<file path="config.mk">
export PLATFORM = sky130hd
export DESIGN_NAME = viterbi_frame_ctrl
export DESIGN_NICKNAME = d
export VERILOG_FILES = /design/src/rtl/viterbi_frame_ctrl.sv
export SDC_FILE = /design/constraint.sdc
export NUM_CORES = 1
export LEC_CHECK = 0
export ABC_AREA = 0
export CORE_ASPECT_RATIO = 0.8
export CORE_UTILIZATION = 53
export DETAILED_ROUTE_END_ITERATION = 8
export PLACE_DENSITY = 0.77
export SYNTH_ARGS = -nofsm -noshare
export SYNTH_HDL_FRONTEND = slang
export SYNTH_SLANG_ARGS = --single-unit
</file>
<file path="constraint.sdc">
create_clock -name clk -period 2.09 [get_ports clk]
set_clock_uncertainty 0.05 [all_clocks]
set_input_delay 0.418 -clock clk [delete_from_list [all_inputs] [get_ports clk]]
set_output_delay 0.418 -clock clk [all_outputs]
set_load 0.05 [all_outputs]
</file>
<file path="src/rtl/viterbi_frame_ctrl.sv">
// viterbi_frame_ctrl: frame sequencer in front of tt_um_viterbi_core.
// Forwards framed symbols to the core, injects TB_LAG zero flush symbols
// with force_state0 at frame end, strips the lag bits and emits one decoded
// bit per input symbol with a frame-last marker.
// Ports: clk/rst (async, active-high); in_valid/in_ready/in_sym/in_last
// upstream; core_sym_valid/core_sym_ready/core_sym/core_force_state0 to the
// core; core_dec_valid/core_dec_bit from the core; out_valid/out_bit/out_last
// decoded stream; busy (not IDLE); len_err (sticky overlength flag).
module viterbi_frame_ctrl #(
  parameter int TB_LAG    = 23,
  parameter int MAX_FRAME = 1023,
  parameter int CW        = $clog2(MAX_FRAME + 1)
) (
  input  logic       clk,
  input  logic       rst,
  input  logic       in_valid,
  output logic       in_ready,
  input  logic [1:0] in_sym,
  input  logic       in_last,
  output logic       core_sym_valid,
  input  logic       core_sym_ready,
  output logic [1:0] core_sym,
  output logic       core_force_state0,
  input  logic       core_dec_valid,
  input  logic       core_dec_bit,
  output logic       out_valid,
  output logic       out_bit,
  output logic       out_last,
  output logic       busy,
  output logic       len_err
);
  localparam int LW = $clog2(TB_LAG + 1);
  typedef enum logic [1:0] {IDLE, PASS, FLUSH, DRAIN} state_t;
  state_t state_q, state_d;
  logic [CW-1:0] sym_cnt_q, sym_cnt_d, frame_len_q, frame_len_d, out_cnt_q, out_cnt_d;
  logic [LW-1:0] flush_cnt_q, flush_cnt_d, dec_cnt_q, dec_cnt_d;
  logic out_valid_q, out_valid_d, out_bit_q, out_bit_d, out_last_q, out_last_d;
  logic len_err_q, len_err_d;
  logic accepting, in_hs, core_hs, sym_sat, done, lag, fwd;
  assign accepting         = (state_q == IDLE) || (state_q == PASS);
  assign in_ready          = accepting && core_sym_ready;
  assign core_sym_valid    = (state_q == FLUSH) || (accepting && in_valid);
  assign core_sym          = accepting ? in_sym : 2'b00;
  assign core_force_state0 = !accepting;
  assign busy              = state_q != IDLE;
  assign in_hs             = in_valid && in_ready;
  assign core_hs           = core_sym_valid && core_sym_ready;
  assign sym_sat           = sym_cnt_q == CW'(MAX_FRAME);
  assign done              = out_cnt_q == frame_len_q;
  assign lag               = dec_cnt_q < LW'(TB_LAG);
  // frame_len is only known once the frame has ended (FLUSH/DRAIN); until
  // then the output count is bounded by MAX_FRAME alone.
  assign fwd = core_dec_valid && !lag &&
               !(core_force_state0 ? done : out_cnt_q == CW'(MAX_FRAME));
  always_comb begin
    state_d     = state_q;
    sym_cnt_d   = sym_cnt_q;
    frame_len_d = frame_len_q;
    flush_cnt_d = flush_cnt_q;
    len_err_d   = len_err_q;
    case (state_q)
      IDLE: if (in_hs) begin
        sym_cnt_d   = CW'(1);
        frame_len_d = CW'(1);
        flush_cnt_d = '0;
        state_d     = in_last ? FLUSH : PASS;
      end
      PASS: if (in_hs) begin
        sym_cnt_d = sym_sat ? sym_cnt_q : sym_cnt_q + CW'(1);
        len_err_d = len_err_q || sym_sat;
        if (in_last) begin
          frame_len_d = sym_cnt_d;
          flush_cnt_d = '0;
          state_d     = FLUSH;
        end
      end
      FLUSH: if (core_hs) begin
        flush_cnt_d = flush_cnt_q + LW'(1);
        state_d     = (flush_cnt_q == LW'(TB_LAG - 1)) ? DRAIN : FLUSH;
      end
      default: state_d = done ? IDLE : DRAIN;
    endcase
  end
  always_comb begin
    dec_cnt_d   = (core_dec_valid && lag) ? dec_cnt_q + LW'(1) : dec_cnt_q;
    out_cnt_d   = fwd ? out_cnt_q + CW'(1) : out_cnt_q;
    out_valid_d = fwd;
    out_bit_d   = fwd && core_dec_bit;
    out_last_d  = fwd && core_force_state0 && (out_cnt_q + CW'(1) == frame_len_q);
    if ((state_q == IDLE && in_hs) || (state_q == DRAIN && done)) dec_cnt_d = '0;
    if (state_q == DRAIN && done) out_cnt_d = '0;
  end
  always_ff @(posedge clk or posedge rst) begin
    if (rst) begin
      state_q     <= IDLE;
      sym_cnt_q   <= '0;
      frame_len_q <= '0;
      out_cnt_q   <= '0;
      flush_cnt_q <= '0;
      dec_cnt_q   <= '0;
      out_valid_q <= 1'b0;
      out_bit_q   <= 1'b0;
      out_last_q  <= 1'b0;
      len_err_q   <= 1'b0;
    end else begin
      state_q     <= state_d;
      sym_cnt_q   <= sym_cnt_d;
      frame_len_q <= frame_len_d;
      out_cnt_q   <= out_cnt_d;
      flush_cnt_q <= flush_cnt_d;
      dec_cnt_q   <= dec_cnt_d;
      out_valid_q <= out_valid_d;
      out_bit_q   <= out_bit_d;
      out_last_q  <= out_last_d;
      len_err_q   <= len_err_d;
    end
  end
  assign out_valid = out_valid_q;
  assign out_bit   = out_bit_q;
  assign out_last  = out_last_q;
  assign len_err   = len_err_q;
endmodule

</file>
# Word-level counts from Yosys, hierarchy flattened
# Index checks and enable logic that the tools add are counted.
# classes
n_addsub,4
n_lt_le_gt_ge,1
eq_ne,12
n_mux,26
reduce_logical,30
# op_table
op,n
10-bit 2-to-1 mux,7
10-bit one-hot mux with 2 select lines,2
5-bit 2-to-1 mux,6
"10-bit by 1-bit adder with 10-bit output, second input constant",2
10-bit equality test,2
"10-bit equality test, second input constant",2
5-bit one-hot mux with 3 select lines,1
2-bit 2-to-1 mux,7
1-bit logical AND,12
"5-bit by 1-bit adder with 5-bit output, second input constant",2
"2-bit != test, second input constant",4
4-bit AND reduction,2
2-bit nonzero test,4
2-bit one-hot mux with 3 select lines,1
"5-bit equality test, second input constant",1
"5-bit < comparator, second input constant",1
5-bit AND reduction,1
"2-bit equality test, second input constant",2
1-bit logical OR,4
1-bit zero test,3
3-bit AND reduction,1
3-bit nonzero test,1
"2-bit by 1-bit equality test with 1-bit output, second input constant",1
2-bit zero test,1
other kinds (2),3
# word_totals
regBits,46
input_bits,9
out_inout_bits,10
elab_cells,83

# Longest topological paths before layout
# depth
word_depth,7
depth_mapped,10
depth_no_buf,8

# Worst setup path after synthesis
# No wires, ideal clock.
# synth_timing
path_type,register to register
start,register state_q[1]
end,register state_q[0]
setup_time_ns,0.125
t_arrival_ns,1.905
required_time_ns,1.915
slack_ns,0.011
stages_incl_launch_ff,10
path_buffers,2
synth_period_minus_slack_ns,2.079
path_cell_list,dfrtp_1 inv_1 ha_1 or2_1 buf_2 and3_1 buf_4 o21ai_2 a2bb2oi_1 mux2_2
# synth_between
elab_chain_len,7
word_cells_on_any_way,15
classes_between,6 x eq/ne; 1 x mux; 8 x reduce/logical
# synth_rtl
element,line_no,text
"start, declared",34,"state_t state_q, state_d;"
"start signal, assigned",106,state_q <= state_d;
2-bit by 1-bit equality test with 1-bit output or 2-bit zero test (tied branches),"40, 61",
1-bit logical OR,40,assign accepting = (state_q == IDLE) || (state_q == PASS);
1-bit logical AND,42,assign core_sym_valid = (state_q == FLUSH) || (accepting && in_valid);
1-bit logical OR,42,
1-bit logical AND,47,assign core_hs = core_sym_valid && core_sym_ready;
2-bit != test (no source line),-,
4-bit AND reduction (no source line),-,
# Several ways; a longest one is shown, not always the timed one.
# A chain may end at the register's enable or synchronous reset.

# Worst setup path in the final report
# layout_timing
start,register state_q[1]
end,output core_sym_valid
# layout_between
elab_chain_len,4
word_cells_on_any_way,6
classes_between,2 x eq/ne; 4 x reduce/logical
# layout_rtl
element,line_no,text
2-bit by 1-bit equality test with 1-bit output or 2-bit zero test (tied branches),40,
1-bit logical OR,40,
1-bit logical AND,42,
1-bit logical OR (*),42,
"end, declared",20,"output logic core_sym_valid,"
# Every way passes the cells marked *; elsewhere a longest branch is shown, timed or not.

==> flow_summary.json <==
{
  "maxCapViolCount": 0,
  "fin_util": 0.713,
  "cts_buffers": 5,
  "die_w_um": 83.1,
  "cts_htree_levels": 2,
  "ys_seq_area_frac": 0.413,
  "drt_iter0_markers": 224,
  "synth_cell_type_count": 52,
  "synthTopCellsByCount": "dfrtp_1 (46), nand2_1 (34), nor2_1 (23)",
  "ys_ff_latch": 46,
  "initial_utilization": 0.553,
  "clock_latency_ps": 320,
  "hold_viol_final": 0,
  "tightest_slew_ps": 490,
  "clkTransAtPathRegs_ps": 90,
  "regToRegSetupSlack_ps": 130,
  "worst-setup-path-type": "flip-flop to primary output",
  "syn_area_per_cell_um2": 8.90,
  "synth.most_common_cell": "dfrtp_1",
  "powerDensity_nw_per_um2": 1170,
  "insertedDiodeCount": 0,
  "status": "finished, final reports clean",
  "wire_per_inst_um": 16.4,
  "grt_max_degree": 47,
  "min_path_type": "input pin to asynchronous set/reset pin",
  "fin_ws_ps": 24.6,
  "start_kind": "flip-flop",
  "clock_path_buffers": 2,
  "die_h_um": 66.8,
  "dp_hpwl_um": 4720,
  "io_buffers": 18,
  "fmax_mhz": 484,
  "layout_min_cycle_time_ps": 2070,
  "synth-async-reset-ratio": 1.00,
  "drv_slew": 0,
  "ant_nets": 0,
  "yosysWarnings": 0,
  "worstSetupEndpointType": "primary output",
  "io_pins": 19,
  "antenna_found_initial": 0,
  "yosysTopAreaCell": "dfrtp_1",
  "synth_cells": 313,
  "place.gp.congestion": 0.906,
  "overflow": 0,
  "drc": 0,
  "synth_edf_count": 0,
  "final-setup-viol-count": 0,
  "root_buffer": "clkbuf_8",
  "first_global_vias": 2344,
  "grt_pass1_wl_um": 11200,
  "rsz0062_at_grt": "true",
  "final.fill_count": 364,
  "syn_area_um2": 2790,
  "drt_pass1_iterations": 4,
  "yosys-top-cells-area": "dfrtp_1 (41%), nand2_1 (4.6%), xnor2_1 (4.1%), ha_1 (4.0%), nand3_1 (3.4%)",
  "ir_worst_vdd_uv": 1170,
  "leakage_nw": 1.52,
  "nets": 381,
  "wirelength_um": 6990,
  "design.die.area_um2": 5550,
  "vias": 2615,
  "coreArea_um2": 5040,
  "grt_use_total": 0.264,
  "syn2layout_area_growth_pct": 28.9,
  "clock_sinks": 46,
  "critical_path_peak_fanout": 6,
  "syn_nets": 331,
  "required_ps": 1620,
  "cts_tree": "built",
  "rows": 23,
  "arrival_ps": 1600,
  "min_period_over_period": 0.988,
  "synth_ff_type": "dfrtp_1",
  "place_ws_ps": -323,
  "slew_headroom": 0.672,
  "netlist.area_leader.share": 0.413,
  "drive_gt1_frac": 0.228,
  "via_per_inst": 6.14
}
-- power breakdown --
part	switching, mW	total (mW)	internal, mW	leakage (nW)
registers	0.202	1.27	1.07	0.608
logic	1.15	2.10	0.948	0.837
clock network	0.319	0.829	0.510	0.0714
total	1.67	4.20	2.53	1.52
-- critical path: stages (launching register included) --
cell and delay [ps]:
dfrtp_1 390, inv_2 80, ha_4 170, or2_4 280, a21o_1 210, buf_12 150
-- state kept, by name (all words and copies together), names as in the netlist --
name and count:
frame_len_q 10, len_err 1, out_valid 1, out_last 1, sym_cnt_q 10, flush_cnt_q 5
dec_cnt_q 5, out_bit 1, out_cnt_q 10, state_q 2
-- per-layer routing --
layer	GRT usage	wire (um)	share of wire	vias to the layer above
met3	0.0446	464	0.066	14
met1	0.358	3110	0.44	1276
met2	0.404	3250	0.46	88
met5	0	0	0	-
li1	-	-	-	1237
met4	0.153	164	0.023	0
-- layout make-up --
class | count | area [um2] | area share
timing repair buffer | 52 | 512 | 0.143
multi-input combinational | 243 | 1650 | 0.459
inverter | 15 | 56.3 | 0.0157
clock inverter | 2 | 60.1 | 0.0167
tap | 62 | 77.6 | 0.0216
sequential | 46 | 1150 | 0.321
clock buffer | 6 | 82.6 | 0.0230
-- per-stage QoR --
stage / std cells / setup TNS [ps] / instance area (um2) / total power, mW / hold slack (ps)
2_1_floorplan: 313 / 0 / 2790 / 2.40 / 413
3_3_place_gp: 411 / -429 / 3270 / 3.03 / 412
3_5_place_dp: 411 / -1930 / 3270 / 3.07 / 416
4_1_cts: 423 / 0 / 3470 / 4.02 / 405
5_1_grt: 426 / -32.5 / 3590 / 4.44 / 444
6_report: 426 / 0 / 3590 / 4.20 / 398
-- cell families after synthesis --
family                     count (synthesis)  share of synthesized area
muxes                                      4                     0.0148
buffers and inverters                     24                     0.0364
xor gates and xnor gates                  23                     0.0723
AOI/OAI and AO/OA                         76                      0.181
and+or+nand+nor                          131                      0.242
adders and majority gates                  9                     0.0404
DFF                                       46                      0.413
-- layout by cell type, fill, tap and decap left out, types with 3 or more instances in the layout --
master,Yosys,final
nand3_1,19,19
clkbuf_8,0,6
buf_4,1,32
nor3_1,10,9
a21oi_1,12,12
clkdlybuf4s50_1,0,12
inv_1,13,10
or2_2,5,5
a31oi_1,7,7
nand4_1,8,8
mux2i_1,3,3
xnor2_2,0,5
inv_2,2,5
o21ai_0,6,6
buf_12,0,7
nand2_1,34,34
ha_1,9,7
dfrtp_1,46,44
nor2_1,23,22
o21ai_1,19,18
nand2b_1,5,5
and4_1,7,6
o31ai_1,10,10
xor2_1,10,10
and2_1,5,3
xnor2_1,13,8
o2111ai_1,3,3
-- worst paths after layout --
path | from | to | depth (start not counted)
worst max register to register | out_cnt_q[0] | out_cnt_q[7] | 7
min in group clk | len_err | len_err | 1
max in group asynchronous | rst | state_q[0] | 3
worst max-delay path | state_q[1] | core_sym_valid | 5
worst min-delay path | rst | sym_cnt_q[9] | 3
worst min register to register | len_err | len_err | 1
-- what timing repair did --
item,in CTS,in global routing
resized for setup,8,22
pin swaps,2,6
cloned,0,0
hold buffers,0,0
setup endpoints to repair,19,32
setup buffers,4,3
Note: power is estimated with default switching activity, not from simulation.
